`src/rtl/data_mem_responder.sv`:
```
// rtl/data_mem_responder.sv - fixed-latency single-word data memory responder
//
// Purpose: target end of the data-cache / store-buffer memory interface.
//   Accepts one word read or write per request. The responder holds
//   requested_data_to_mem high for LATENCY cycles. It then commits the
//   write, or returns the read data together with a one-cycle read_valid
//   pulse. Requests that arrive while busy are ignored and are not queued.
//
// Optional macro: DMEM_ERR_EN
//   When defined, the err port exists and out-of-range word indices are
//   rejected: writes are dropped and reads return 0. err pulses when busy
//   falls for such a request. err also pulses at acceptance when
//   mem_read and mem_write are both high.
//   When undefined, the word index wraps modulo DEPTH_WORDS.
//
// Ports:
//   clk                    rising-edge clock
//   reset                  asynchronous active-high reset
//   mem_read, mem_write    request strobes, sampled only in IDLE (write wins)
//   address                byte address, bits [1:0] ignored
//   writedata              write data, captured with the request
//   requested_data_to_mem  busy, high while a request is in service
//   readdata               last read result, held until the next read completes
//   read_valid             one-cycle pulse when readdata updates
//   err                    one-cycle error pulse (DMEM_ERR_EN only)

module data_mem_responder #(
  parameter int DEPTH_WORDS = 64,
  parameter int LATENCY     = 5
) (
  input  logic        clk,
  input  logic        reset,
  input  logic        mem_read,
  input  logic        mem_write,
  input  logic [31:0] address,
  input  logic [31:0] writedata,
  output logic        requested_data_to_mem,
  output logic [31:0] readdata,
  output logic        read_valid
`ifdef DMEM_ERR_EN
  ,
  output logic        err
`endif
);

  localparam int IDX_W = (DEPTH_WORDS > 1) ? $clog2(DEPTH_WORDS) : 1;
  localparam int CNT_W = (LATENCY > 1) ? $clog2(LATENCY) : 1;

  typedef enum logic {
    ST_IDLE = 1'b0,
    ST_BUSY = 1'b1
  } state_t;

  state_t             state_q, state_d;
  logic [CNT_W-1:0]   cnt_q, cnt_d;
  logic               op_write_q, op_write_d;
  logic [IDX_W-1:0]   idx_q, idx_d;
  logic               oor_q, oor_d;
  logic [31:0]        wdata_q, wdata_d;
  logic               busy_q, busy_d;
  logic [31:0]        rdata_q, rdata_d;
  logic               rvalid_q, rvalid_d;
  logic               mem_we;
  logic [31:0]        mem_q [DEPTH_WORDS];

  // Out-of-range detection only matters when the error feature is built in;
  // without it the upper address bits are discarded and the index wraps.
  logic addr_oor;
`ifdef DMEM_ERR_EN
  logic err_q, err_d;
  assign addr_oor = |address[31:IDX_W+2];
  assign err      = err_q;
  logic unused_addr;
  assign unused_addr = ^address[1:0];
`else
  assign addr_oor = 1'b0;
  logic unused_addr;
  assign unused_addr = ^{address[1:0], address[31:IDX_W+2]};
`endif

  assign requested_data_to_mem = busy_q;
  assign readdata              = rdata_q;
  assign read_valid            = rvalid_q;

  always_comb begin
    state_d    = state_q;
    cnt_d      = cnt_q;
    op_write_d = op_write_q;
    idx_d      = idx_q;
    oor_d      = oor_q;
    wdata_d    = wdata_q;
    busy_d     = busy_q;
    rdata_d    = rdata_q;
    rvalid_d   = 1'b0;
    mem_we     = 1'b0;
`ifdef DMEM_ERR_EN
    err_d      = 1'b0;
`endif
    case (state_q)
      ST_IDLE: begin
        if (mem_read || mem_write) begin
          op_write_d = mem_write;
          idx_d      = address[IDX_W+1:2];
          oor_d      = addr_oor;
          wdata_d    = writedata;
          busy_d     = 1'b1;
          cnt_d      = CNT_W'(LATENCY - 1);
          state_d    = ST_BUSY;
`ifdef DMEM_ERR_EN
          err_d      = mem_read && mem_write;
`endif
        end
      end
      ST_BUSY: begin
        if (cnt_q != '0) begin
          cnt_d = cnt_q - 1'b1;
        end else begin
          if (op_write_q) begin
            mem_we = !oor_q;
          end else begin
            rdata_d  = oor_q ? 32'h0 : mem_q[idx_q];
            rvalid_d = 1'b1;
          end
`ifdef DMEM_ERR_EN
          err_d   = oor_q;
`endif
          busy_d  = 1'b0;
          state_d = ST_IDLE;
        end
      end
      default: state_d = ST_IDLE;
    endcase
  end

  always_ff @(posedge clk or posedge reset) begin
    if (reset) begin
      state_q    <= ST_IDLE;
      cnt_q      <= '0;
      op_write_q <= 1'b0;
      idx_q      <= '0;
      oor_q      <= 1'b0;
      wdata_q    <= '0;
      busy_q     <= 1'b0;
      rdata_q    <= '0;
      rvalid_q   <= 1'b0;
`ifdef DMEM_ERR_EN
      err_q      <= 1'b0;
`endif
    end else begin
      state_q    <= state_d;
      cnt_q      <= cnt_d;
      op_write_q <= op_write_d;
      idx_q      <= idx_d;
      oor_q      <= oor_d;
      wdata_q    <= wdata_d;
      busy_q     <= busy_d;
      rdata_q    <= rdata_d;
      rvalid_q   <= rvalid_d;
`ifdef DMEM_ERR_EN
      err_q      <= err_d;
`endif
    end
  end

  // Storage is cleared by reset so that an aborted write leaves no trace.
  always_ff @(posedge clk or posedge reset) begin
    if (reset) begin
      for (int i = 0; i < DEPTH_WORDS; i++) begin
        mem_q[i] <= '0;
      end
    end else if (mem_we) begin
      mem_q[idx_q] <= wdata_q;
    end
  end

endmodule

```
`config.mk`:
```
export PLATFORM = sky130hd
export DESIGN_NAME = data_mem_responder
export DESIGN_NICKNAME = d
export VERILOG_FILES = /design/src/rtl/data_mem_responder.sv
export SDC_FILE = /design/constraint.sdc
export NUM_CORES = 2
export LEC_CHECK = 0
export CORE_MARGIN = 2
export CORE_UTILIZATION = 53
export CTS_CLUSTER_DIAMETER = 50
export DETAILED_ROUTE_END_ITERATION = 6
export PLACE_DENSITY_LB_ADDON = 0.08
export SYNTH_ARGS = -nofsm -noshare
export SYNTH_HDL_FRONTEND = slang
export SYNTH_SLANG_ARGS = --single-unit
```
`constraint.sdc`:
```
create_clock -name clk -period 96.9 [get_ports clk]
set_input_delay 19.38 -clock clk [delete_from_list [all_inputs] [get_ports clk]]
set_output_delay 19.38 -clock clk [all_outputs]
set_load 0.05 [all_outputs]
```
# ---- Yosys cells after proc, flatten, opt, wreduce, memory -nomap -nowiden
# Cells that the tools add are included.
dict set report classes {
  n_addsub 1
  multipliers 0
  n_div 0
  order_cmp 2
  n_eq_ne 3
  shift 0
  mux 21
  bitwise 4
  n_reduce_logical 7
}
# cell n
set op_table {}
lappend op_table {{$bwmux W2048} 1}
lappend op_table {{$bmux W32 S6} 1}
lappend op_table {{$demux W32 S6} 1}
lappend op_table {{$mux W32} 3}
lappend op_table {{$mux W1} 10}
lappend op_table {{$ge A7 B7 Y1 const B} 1}
lappend op_table {{$lt A7 B1 Y1 const B} 1}
lappend op_table {{$not A6 Y7} 1}
lappend op_table {{$mux W3} 2}
lappend op_table {{$pmux W3 S2} 1}
lappend op_table {{$reduce_and A2 Y1} 3}
lappend op_table {{$ne A2 B2 Y1 const B} 2}
lappend op_table {{$pmux W1 S2} 2}
lappend op_table {{$not A1 Y1} 3}
lappend op_table {{$reduce_and A3 Y1} 1}
lappend op_table {{$reduce_bool A3 Y1} 1}
lappend op_table {{$sub A3 B1 Y3 const B} 1}
lappend op_table {{$ne A2 B1 Y1 const B} 1}
lappend op_table {{$logic_and A1 B1 Y1} 1}
lappend op_table {{$logic_or A1 B1 Y1} 1}
dict set report word_totals {
  ff_bits 2125
  latchBits 0
  ram_bits 0
  mem_bits_ro 0
  in_bits 68
  out_inout_bits 34
  word_cells 110
  n_memories 0
}

# ---- Logic depth before layout (Yosys ltp)
dict set report logic_depth {
  depth_word 6
  ltp_mapped 10
  mapped_depth_nobuf 7
}

# ---- Least setup slack after synthesis
# No wires, ideal clock.
dict set report synth_timing {
  kind {input to register}
  start {input mem_write}
  end {register idx_q[0]}
  setup_time_ns 0.125
  arrival_time_ns 20.361
  required_time_ns 96.775
  setup_slack_ns 76.415
  path_stages 3
  n_path_buf 1
  path_cell_list {o21bai_1 clkbuf_1 mux2_2}
}
dict set report synth_via {
  elab_chain_len 2
}
# element line_no
set synth_lines {}
lappend synth_lines {{start, declared} 34} ;# input logic mem_write,
lappend synth_lines {{$logic_or A1 B1 Y1} 101} ;# if (mem_read || mem_write) begin
lappend synth_lines {{$reduce_and A2 Y1 (no source line)} n/a}
lappend synth_lines {{end signal, assigned} 153} ;# idx_q <= idx_d;
lappend synth_lines {{end, declared} 57} ;# logic [IDX_W-1:0] idx_q, idx_d;
# Every way passes these cells.
# A chain may end at the register's enable or synchronous reset.

==> results.py <==
metrics = {
    "run_status": {
        "status": "complete, no violations",
    },
    "critical_path": {
        "crit_arrival_ps": 24120,
        "crit_family": "buffers and inverters",
        "cp-start-kind": "input port",
        "crit_path_end_kind": "asynchronous set/reset pin",
        "crit_chain": "clkdlybuf4s50_1 -> inv_8 -> buf_12 -> buf_4 -> buf_4 -> buf_4",
        "cp_common_cell": "buf_4",
        "path_class": "input port to asynchronous set/reset pin",
        "crit_required_ps": 97760,
        "critPathMaxFanout": 162,
        "worst_path_max_delay_cell": "buf_4",
        "r2r_start": "idx_q[0]$_DFFE_PP0P_",
        "cp_num_buf_inv": 6,
        "ff2ff_setup_slack_ps": 90790,
        "reg2reg_depth": 10,
        "crit_path_max_incr_delay_ps": 860,
        "r2r-end": "readdata[5]$_DFFE_PP0P_",
    },
    "sta": {
        "setup_viol": 0,
        "worst_pin_slew_ps": 1250,
        "maxSlewViolCount": 0,
        "hold_viol_final": 0,
        "tns_ps": 0,
        "fin_crit_ps": 23260,
        "fmax_ghz": 0.0430,
        "relSlewSlack_pct": 16.6,
        "finalClockSkew_ps": 28.4,
        "rsz0062_at_grt": "no",
        "period_share_pct": 24.0,
        "holdWs_ps": 490,
    },
    "final_layout": {
        "nets": 6743,
        "fin_area_mm2": 0.106,
        "diodes": 0,
        "final_util_pct": 58.9,
        "fillers": 14300,
        "post_layout_nonfiller_instances": 9231,
        "drive_above_1_share_pct": 39.4,
        "area_growth_pct": 10.5,
        "multi_input_area_mm2": 0.0406,
        "regArea_mm2": 0.0532,
    },
    "logic_synthesis": {
        "ys_ff_latch": 2125,
        "avgSynthCellArea_um2": 14.0,
        "synth_edf_count": 0,
        "synthTopCellsByArea": "dfrtp_1 (55%), mux2_2 (24%), mux2i_1 (10%)",
        "yosys_warnings": 0,
        "ys_seq_area_share_pct": 55.2,
        "syn_area_mm2": 0.0964,
        "synthArstFlopShare_pct": 100,
        "ys_types": 41,
        "synth_cells": 6895,
        "synth_top_area_share_pct": 55.2,
        "synth_top_cell_by_area": "dfrtp_1",
        "syn_nets": 6965,
        "synth_top_flop_cell": "dfrtp_1",
    },
    "place": {
        "hpwl_mm": 154,
        "dp.cells": 8813,
        "gp_congestion": 0.788,
        "place_area_mm2": 0.0989,
        "portBuffers": 75,
    },
    "power": {
        "pwr-share-comb_pct": 31.4,
        "sw_frac_of_total_pct": 35.7,
        "power_frac_seq_pct": 39.7,
        "power.density_mw_per_mm2": 28.2,
        "vdd_ir_drop_max_mv": 0.0361,
        "switchingPower_uw": 1070,
        "p_leak_uw": 0.0528,
        "intPower_uw": 1930,
        "clockPowerShare_pct": 28.9,
    },
    "floorplanning": {
        "die-area_mm2": 0.185,
        "die_x_um": 430,
        "chipHeight_um": 430,
        "io_pins": 102,
        "coreArea_mm2": 0.181,
        "rows": 156,
        "start_util_pct": 53.3,
    },
    "job": {
        "drv_cap": 0,
    },
    "hold_path": {
        "hold_path.class": "register to register",
        "holdPathEnd": "mem_q[1048]$_DFFE_PP0P_",
        "whs_path_depth": 1,
        "min-delay-start": "mem_q[1048]$_DFFE_PP0P_",
    },
    "global_routing": {
        "busiest_layer": "met2",
        "grt_pass1_vias": 60200,
        "grt_use_met1_pct": 41.1,
        "overflow": 0,
        "antenna_found_initial": 5,
        "grt_pass1_wl_mm": 411,
        "use_met2_pct": 49.3,
        "grt_max_degree": 182,
        "grtUsageTotal_pct": 30.1,
        "use_met3_pct": 4.52,
    },
    "drt": {
        "drt_wl_total_mm": 277,
        "vias": 58200,
        "post_drt_via_cell_ratio": 6.30,
        "firstDrtPassIters": 6,
        "drc_errors": 0,
        "drt_iter0_markers": 4762,
        "routedWlPerCell_um": 30.1,
        "postRouteAntennaNets": 0,
    },
    "clock_network": {
        "cts_resized": 0,
        "clock-sinks": 2125,
        "htreeDepth": 4,
        "cts_tree": "built",
        "clock_path_buffers": 3,
        "holdBufCountCts": 0,
        "post_cts_buffers": 0,
        "clkTransAtPathRegs_ps": 60,
        "cts_inserted_buffers": 228,
        "clockRootBuffer": "clkbuf_16",
        "worstSkewPairLatency_ps": 870,
    },
}
[cells in the final DEF, fill, tap and decap left out, drive strengths merged, types with 2 or more instances in the layout]
cell,n
clkbuf,358
ha,2
a22oi,396
nor2b,7
nand3,214
a221oi,8
and4,56
nand2b,5
clkdlybuf4s50,75
dfrtp,2125
o32a,4
nand4,5
o211ai,4
inv,16
a31oi,28
nor2,70
o21ai,33
clkinv,36
buf,156
mux2,2087
and2,2
mux2i,965
nand2,68
bufinv,6
nor3,2
o22ai,49
a21oi,29
clkinvlp,7
or2,2
mux4,36
and3,3
[cell families after synthesis]
family	Yosys count	synth area share, %
muxes	3088	35.3
DFF	2125	55.2
buffers and inverters	688	3.07
AOI/OAI and AO/OA	554	4.08
and+or+nand+nor	438	2.38
adders and majority gates	2	0.0260
[power groups by stage]
stage	Sequential [µW]	Clock, µW	Combinational (µW)
final	1190	868	944
after floorplan	1160	0	685
after CTS	1190	882	943
after global placement	1190	0	927
after detailed placement	1210	0	941
after global routing	1220	919	999
[metal layers]
layer  up-vias  part of all wire, %  wire (µm)
li1      24700                    -          -
met1     31500                   44     121000
met2      1488                   48     132000
met3       449                  5.0      13900
met4         2                  3.6       9860
met5         -               0.0047         13
[Yosys cell counts, types with 3 or more instances]
library cell / number
inv_1: 4
o22ai_1: 49
nand2b_1: 5
mux2i_1: 965
nor2b_1: 7
nor2_1: 66
and3_1: 3
buf_4: 29
a22oi_1: 396
clkbuf_1: 353
and4_1: 56
a21oi_1: 29
mux2_2: 2030
mux4_2: 36
dfrtp_1: 2125
mux2_1: 57
nand4_1: 4
buf_2: 204
o32a_1: 4
a31oi_1: 28
o21ai_0: 33
a221oi_1: 8
nand3_1: 214
nand2_1: 68
buf_1: 95
nor2_2: 4
o211ai_1: 4
[final cells by class]
| type | count | area share, % |
|---|---|---|
| Multi-Input combinational cell | 4082 | 38.2 |
| Inverter | 5 | 0.0247 |
| Timing Repair Buffer | 231 | 1.96 |
| Clock buffer | 358 | 6.53 |
| Tap cell | 2370 | 2.79 |
| Clock inverter | 60 | 0.544 |
| Sequential cell | 2125 | 50.0 |
[worst max-delay path by stage]
stage,startpoint,endpoint,depth (start not counted)
6_report,reset,mem_q[1470]$_DFFE_PP0P_,6
5_1_grt,reset,mem_q[1438]$_DFFE_PP0P_,6
4_1_cts,reset,mem_q[1438]$_DFFE_PP0P_,6
3_5_place_dp,reset,mem_q[1302]$_DFFE_PP0P_,6
3_3_place_gp,reset,mem_q[1302]$_DFFE_PP0P_,6
2_1_floorplan,reset,cnt_q[0]$_DFFE_PP0P_,1
[state kept, by name, summed over array words and instances (netlist names)]
register	count
cnt_q	3
read_valid	1
readdata	32
mem_q	2048
op_write_q	1
wdata_q	32
state_q	1
requested_data_to_mem	1
idx_q	6
[metrics by stage]
stage | total power, µW | setup slack, ps
floorplan | 1850 | 17490
global placement | 2120 | 72650
detailed placement | 2150 | 72620
CTS | 3020 | 73510
global route | 3130 | 72950
finish | 3000 | 73640
(Power assumes the default switching activity.)
